## src/rtl/islemci_kontrol_if.sv

```systemverilog
// Instruction-fetch handshake between the control unit (master) and the
// instruction memory (slave).
interface islemci_kontrol_if #(
   parameter int unsigned PC_GENISLIK = 8
);
   logic [PC_GENISLIK-1:0] emir_adres_o;
   logic                   emir_istek_o;
   logic                   emir_gecerli_i;
   logic [15:0]            emir_i;

   modport master (
      output emir_adres_o, emir_istek_o,
      input  emir_gecerli_i, emir_i
   );

   modport slave (
      input  emir_adres_o, emir_istek_o,
      output emir_gecerli_i, emir_i
   );
endinterface

```

## src/rtl/islemci_kontrol.sv

```systemverilog
// Multi-cycle control unit of the 8-bit processor: fetch, decode, execute,
// register write-back, jumps/branches/halt and a saturating retire counter.
module islemci_kontrol #(
   parameter int unsigned            PC_GENISLIK  = 8,
   parameter logic [PC_GENISLIK-1:0] BASLANGIC_PC = '0
) (
   input  logic                   clk,
   input  logic                   rst,
   input  logic                   baslat_i,
   islemci_kontrol_if.master      emir_bus,
   output logic [15:0]            emir_o,
   input  logic [7:0]             veri1_i,
   input  logic [7:0]             veri2_i,
   output logic [2:0]             alu_islem_o,
   input  logic [7:0]             alu_sonuc_i,
   output logic [7:0]             yazilacak_veri_o,
   output logic                   veriyi_yaz_o,
   output logic [PC_GENISLIK-1:0] pc_o,
   output logic                   durdu_o,
   output logic                   hata_o,
   output logic [15:0]            sayac_o
);

   typedef enum logic [2:0] {BOS, GETIR, COZ, YURUT, YAZ, DUR} durum_e;
   typedef enum logic [3:0] {
      OP_NOP  = 4'h0,
      OP_ALU  = 4'h1,
      OP_JMP  = 4'h2,
      OP_BEQ  = 4'h3,
      OP_HALT = 4'hF
   } opkod_e;

   durum_e                 durum_q, durum_d;
   logic [PC_GENISLIK-1:0] pc_q, pc_d;
   logic [15:0]            emir_q, emir_d;
   logic [7:0]             yaz_q, yaz_d;
   logic [15:0]            sayac_q, sayac_d;
   logic                   hata_q, hata_d;

   logic [3:0]             opkod;
   logic [PC_GENISLIK-1:0] pc_art, dal_hedef;
   logic [5:0]             ofs6;
   logic [31:0]            ofs32;
   logic [15:0]            sayac_art;
   logic                   istek, yaz_en, durdu;

   assign opkod     = emir_q[15:12];
   assign pc_art    = pc_q + PC_GENISLIK'(1);
   assign ofs6      = {emir_q[11:9], emir_q[2:0]};
   assign ofs32     = {{26{ofs6[5]}}, ofs6};
   assign dal_hedef = pc_art + PC_GENISLIK'(ofs32);
   assign sayac_art = (sayac_q == '1) ? sayac_q : sayac_q + 16'd1;

   always_ff @(posedge clk) begin
      if (rst) durum_q <= BOS;
      else     durum_q <= durum_d;
   end

   always_comb begin
      durum_d = durum_q;
      case (durum_q)
         BOS:     if (baslat_i) durum_d = GETIR;
         GETIR:   if (emir_bus.emir_gecerli_i) durum_d = COZ;
         COZ:     durum_d = (opkod == OP_HALT) ? DUR : YURUT;
         YURUT:   durum_d = (opkod == OP_ALU) ? YAZ : GETIR;
         YAZ:     durum_d = GETIR;
         DUR:     if (baslat_i) durum_d = GETIR;
         default: durum_d = BOS;
      endcase
   end

   always_comb begin
      istek  = 1'b0;
      yaz_en = 1'b0;
      durdu  = 1'b0;
      case (durum_q)
         GETIR:    istek  = 1'b1;
         YAZ:      yaz_en = 1'b1;
         BOS, DUR: durdu  = 1'b1;
         default:  ;
      endcase
   end

   // Retire count steps once per instruction: in COZ for HALT, in YAZ for
   // ALU, in YURUT for everything else.
   always_comb begin
      emir_d  = emir_q;
      pc_d    = pc_q;
      yaz_d   = yaz_q;
      sayac_d = sayac_q;
      hata_d  = hata_q;
      case (durum_q)
         GETIR: if (emir_bus.emir_gecerli_i) emir_d = emir_bus.emir_i;
         COZ: begin
            if (opkod == OP_HALT) begin
               pc_d    = pc_art;
               sayac_d = sayac_art;
            end
         end
         YURUT: begin
            sayac_d = sayac_art;
            case (opkod)
               OP_ALU: begin
                  yaz_d   = alu_sonuc_i;
                  sayac_d = sayac_q;
               end
               OP_JMP:  pc_d = PC_GENISLIK'(emir_q[7:0]);
               OP_BEQ:  pc_d = (veri1_i == veri2_i) ? dal_hedef : pc_art;
               OP_NOP:  pc_d = pc_art;
               default: begin
                  pc_d   = pc_art;
                  hata_d = 1'b1;
               end
            endcase
         end
         YAZ: begin
            pc_d    = pc_art;
            sayac_d = sayac_art;
         end
         default: ;
      endcase
   end

   always_ff @(posedge clk) begin
      if (rst) begin
         pc_q    <= BASLANGIC_PC;
         emir_q  <= '0;
         yaz_q   <= '0;
         sayac_q <= '0;
         hata_q  <= 1'b0;
      end else begin
         pc_q    <= pc_d;
         emir_q  <= emir_d;
         yaz_q   <= yaz_d;
         sayac_q <= sayac_d;
         hata_q  <= hata_d;
      end
   end

   assign emir_bus.emir_adres_o = pc_q;
   assign emir_bus.emir_istek_o = istek;
   assign emir_o                = emir_q;
   assign alu_islem_o           = emir_q[2:0];
   assign yazilacak_veri_o      = yaz_q;
   assign veriyi_yaz_o          = yaz_en;
   assign pc_o                  = pc_q;
   assign durdu_o               = durdu;
   assign hata_o                = hata_q;
   assign sayac_o               = sayac_q;

endmodule

```

## src/flat_wrapper.sv

```systemverilog
// flat-port wrapper written by rule: the top's interface ports become plain ports
module islemci_kontrol_flat 
#(
   parameter int unsigned            PC_GENISLIK  = 8,
   parameter logic [PC_GENISLIK-1:0] BASLANGIC_PC = '0
)
  (clk, rst, baslat_i, emir_o, veri1_i, veri2_i, alu_islem_o, alu_sonuc_i, yazilacak_veri_o, veriyi_yaz_o, pc_o, durdu_o, hata_o, sayac_o, emir_bus_emir_adres_o, emir_bus_emir_istek_o, emir_bus_emir_gecerli_i, emir_bus_emir_i);
  islemci_kontrol_if #(.PC_GENISLIK(PC_GENISLIK)) emir_bus_i ();
  input  logic clk;
  input  logic rst;
  input  logic baslat_i;
  output logic [15:0] emir_o;
  input  logic [7:0] veri1_i;
  input  logic [7:0] veri2_i;
  output logic [2:0] alu_islem_o;
  input  logic [7:0] alu_sonuc_i;
  output logic [7:0] yazilacak_veri_o;
  output logic veriyi_yaz_o;
  output logic [PC_GENISLIK-1:0] pc_o;
  output logic durdu_o;
  output logic hata_o;
  output logic [15:0] sayac_o;
  output wire logic [$bits(emir_bus_i.emir_adres_o)-1:0] emir_bus_emir_adres_o;
  output wire logic [$bits(emir_bus_i.emir_istek_o)-1:0] emir_bus_emir_istek_o;
  input wire logic [$bits(emir_bus_i.emir_gecerli_i)-1:0] emir_bus_emir_gecerli_i;
  input wire logic [$bits(emir_bus_i.emir_i)-1:0] emir_bus_emir_i;
  assign emir_bus_emir_adres_o = emir_bus_i.emir_adres_o;
  assign emir_bus_emir_istek_o = emir_bus_i.emir_istek_o;
  assign emir_bus_i.emir_gecerli_i = emir_bus_emir_gecerli_i;
  assign emir_bus_i.emir_i = emir_bus_emir_i;
  islemci_kontrol #(.PC_GENISLIK(PC_GENISLIK), .BASLANGIC_PC(BASLANGIC_PC)) u_core (.clk(clk), .rst(rst), .baslat_i(baslat_i), .emir_bus(emir_bus_i), .emir_o(emir_o), .veri1_i(veri1_i), .veri2_i(veri2_i), .alu_islem_o(alu_islem_o), .alu_sonuc_i(alu_sonuc_i), .yazilacak_veri_o(yazilacak_veri_o), .veriyi_yaz_o(veriyi_yaz_o), .pc_o(pc_o), .durdu_o(durdu_o), .hata_o(hata_o), .sayac_o(sayac_o));
endmodule
```

## config.mk

```make
export PLATFORM = sky130hd
export DESIGN_NAME = islemci_kontrol_flat
export DESIGN_NICKNAME = d
export VERILOG_FILES = /design/src/rtl/islemci_kontrol_if.sv /design/src/rtl/islemci_kontrol.sv /design/src/flat_wrapper.sv
export SDC_FILE = /design/constraint.sdc
export NUM_CORES = 1
export LEC_CHECK = 0
export CORE_MARGIN = 10
export CORE_UTILIZATION = 25
export CTS_BUF_LIST = sky130_fd_sc_hd__clkbuf_16
export DETAILED_ROUTE_END_ITERATION = 7
export PLACE_DENSITY = 0.52
export RECOVER_POWER = 100
export SYNTH_ARGS = -nofsm -noshare
export SYNTH_HDL_FRONTEND = slang
export SYNTH_SLANG_ARGS = --single-unit
```

## constraint.sdc

```tcl
create_clock -name clk -period 2.4 [get_ports clk]
set_clock_uncertainty 0.1 [all_clocks]
set_input_delay 0.6 -clock clk [delete_from_list [all_inputs] [get_ports clk]]
set_output_delay 0.6 -clock clk [all_outputs]
set_load 0.02 [all_outputs]
```

==> results.cfg <==
[timing]
fin_hold_ws_ns = 0.347
tightestPinTransition_ns = 0.653
fin_crit_sh_pct = 99.0
slew_headroom_pct = 56.4
final_hold_viol_count = 0
rsz0062_at_grt = yes
setup_violations = 0
fmax_mhz = 421
fin_crit_ns = 2.38
finalSetupTns_ns = 0
slew_viol_final = 0

[logic_synthesis]
synthFlopType = dfxtp_1
synth-edff-count = 0
synth_area_mm2 = 0.00298
async_flop_share_pct = 0
yosys.area.top_type = dfxtp_1
synth.avg_cell_area_um2 = 7.76
synth_cell_types = 50
synth_nets = 438
synth-seq-cells = 52
post_synth_main_area_contributors = dfxtp_1 35%, nand2_1 7.9%, a21oi_1 6.2%
seq_area_frac_synth_pct = 34.9
synth_top_area_share_pct = 34.9
syn_inst = 384
synth_warnings = 0

[global_routing]
grt_pass1_wl_um = 15500
grt_pass1_vias = 3093
antenna_found_initial = 0
grt-ovfl-total = 0
track_usage_pct = 11.1
grt_max_degree = 29

[setup_path]
path_cells = clkdlybuf4s50_1 > xor2_1 > nor4_2 > buf_4 > nand2_1 > a21o_4 > a221oi_1 > nor3_1
crit_slowest_cell = clkdlybuf4s50_1
endpoint_kind = register
path_buf_inv = 2
critPathRequiredTime_ns = 2.46
crit_family = compound AO/OA/AOI/OAI gates
critPathMaxFanout = 6
path_class = primary input to register
worst_setup_path_start_kind = primary input
slowest_delay_ns = 0.41
arrival_ns = 2.43

[drt]
drtIter0Drc = 129
ant_nets = 0
dr_total_vias = 3105
via_per_inst = 4.75
dr.pass1.iters = 4
remaining_drc_errors = 0
wirelength_um = 9800
post_drt_wl_per_cell_um = 15.0

[layout]
final_common_cell = nand2_1
layout-drive-gt1-share_pct = 18.0
layout_common_cells = 62 x nand2_1, 60 x dlygate4sd3_1, 47 x dfxtp_1
synthToLayoutAreaGrowth_pct = 59.9
finish.net_count = 565
diodes = 0

[clocking]
cts-htree-levels = 2
cts_sinks = 52
clkTransAtPathRegs_ns = 0.07
cts_tree = built
clock_latency_ns = 0.29
holdBufCountCts = 0
root_buffer = clkbuf_16
cts_max_path_buffers = 2
cts_made_buffers = 5

[floorplan]
coreArea_mm2 = 0.0116
io_pins = 107
floorplan.initialDensity_pct = 25.8
rows = 39
die_x_um = 129
die_area_mm2 = 0.0167
die_y_um = 129

[power]
irDropWorstVdd_mv = 0.244
power.density_mw_per_mm2 = 453
p_leak_uw = 0.00185

[hold_path]
min_path_type = register to register

[run]
maxCapViolations = 0

[placed_design]
dpl.hpwl_um = 7340
io_buffer_count = 106
gp_congestion = 0.767

[status]
status = complete, no violations
synthesized netlist by cell type (4+ instances only):
cell / count
or3_1: 6
nor3_1: 19
a21oi_1: 37
nor2_1: 26
nand2b_1: 5
ha_1: 9
nand2_1: 63
a221oi_1: 4
nand3_1: 19
clkbuf_1: 14
dfxtp_1: 52
and2_1: 4
xnor2_1: 13
buf_4: 11
inv_1: 15
o21ai_0: 20
xor2_1: 14
kinds of logic (layout without fill, tap and decap cells):
family / Yosys count / in the layout / share of synthesized area (%)
AOI/OAI and AO/OA: 88 / 88 / 19.4
xor gates and xnor gates: 27 / 27 / 7.93
adders and majority gates: 10 / 10 / 4.45
buffers and inverters: 42 / 169 / 6.76
DFF: 52 / 52 / 34.9
muxes: 1 / 1 / 0.336
and+or+nand+nor: 164 / 164 / 26.2
through the flow:
stage | worst slack (ns) | util (%) | area, µm² | power [µW] | instances
2_1_floorplan | 0.0279 | - | 2980 | 1210 | 384
3_3_place_gp | -0.304 | 37.4 | 4330 | 1450 | 639
3_5_place_dp | -0.342 | 37.4 | 4330 | 1460 | 639
4_1_cts | -0.0509 | 39.2 | 4530 | 2190 | 647
5_1_grt | -0.0973 | 41.2 | 4770 | 2280 | 654
6_report | 0.0231 | 41.2 | 4770 | 2160 | 654
power breakdown:
part / internal (µW) / switching (µW) / total (µW)
logic: 251 / 277 / 528
registers: 894 / 38.5 / 932
clock network: 380 / 322 / 701
total: 1520 / 637 / 2160
sequential cells by signal, summed over array words and instances, names as in the netlist:
name	cells
u_core.hata_o	1
u_core.emir_o	16
u_core.emir_bus.emir_adres_o	8
u_core.durum_q	3
u_core.yazilacak_veri_o	8
u_core.sayac_o	16
area by class of cell:
| type | instances | area (µm²) |
|---|---|---|
| Clock buffer | 5 | 125 |
| Clock inverter | 2 | 12.5 |
| Fill cell | 1166 | 6800 |
| Inverter | 15 | 56.3 |
| Multi-Input combinational cell | 290 | 1990 |
| Sequential cell | 52 | 1060 |
| Tap cell | 143 | 179 |
| Timing Repair Buffer | 147 | 1350 |
path summary, 6_finish.rpt:
| path | to | slack, ns | cells after the start | startpoint |
|---|---|---|---|---|
| setup / recovery | u_core.emir_bus.emir_adres_o[3] | 0.02 | 8 | veri2_i[6] |
| hold / removal | u_core.hata_o | 0.35 | 2 | u_core.hata_o |
| setup reg to reg | u_core.emir_bus.emir_adres_o[5] | 0.03 | 11 | u_core.emir_bus.emir_adres_o[0] |
| hold reg to reg | u_core.hata_o | 0.35 | 2 | u_core.hata_o |
worst reg2reg max path, stage by stage, from the launching register on:
cell and delay (ns):
dfxtp_4 0.37, buf_4 0.14, nand2_2 0.08, nor2_4 0.15, xor2_4 0.21, ha_4 0.24, buf_4 0.13, nor4b_2 0.35
a21oi_2 0.07, a31oi_2 0.25, o211ai_1 0.13, nand3_1 0.09
timing repair:
action | in CTS | in global routing
setup endpoints to repair | 18 | 18
gates resized for setup | 20 | 43
setup buffers | 1 | 7
pin swaps | 3 | 15
per-layer routing:
layer / up-vias / global-route usage (%) / part of all wire (%)
met5: - / 0 / 0
met4: 0 / 2.81 / 1.4
met3: 11 / 3.22 / 6.4
met2: 70 / 18.4 / 48
met1: 1433 / 13.9 / 45
li1: 1591 / - / -
No activity file was read; power rests on OpenSTA's default activity.
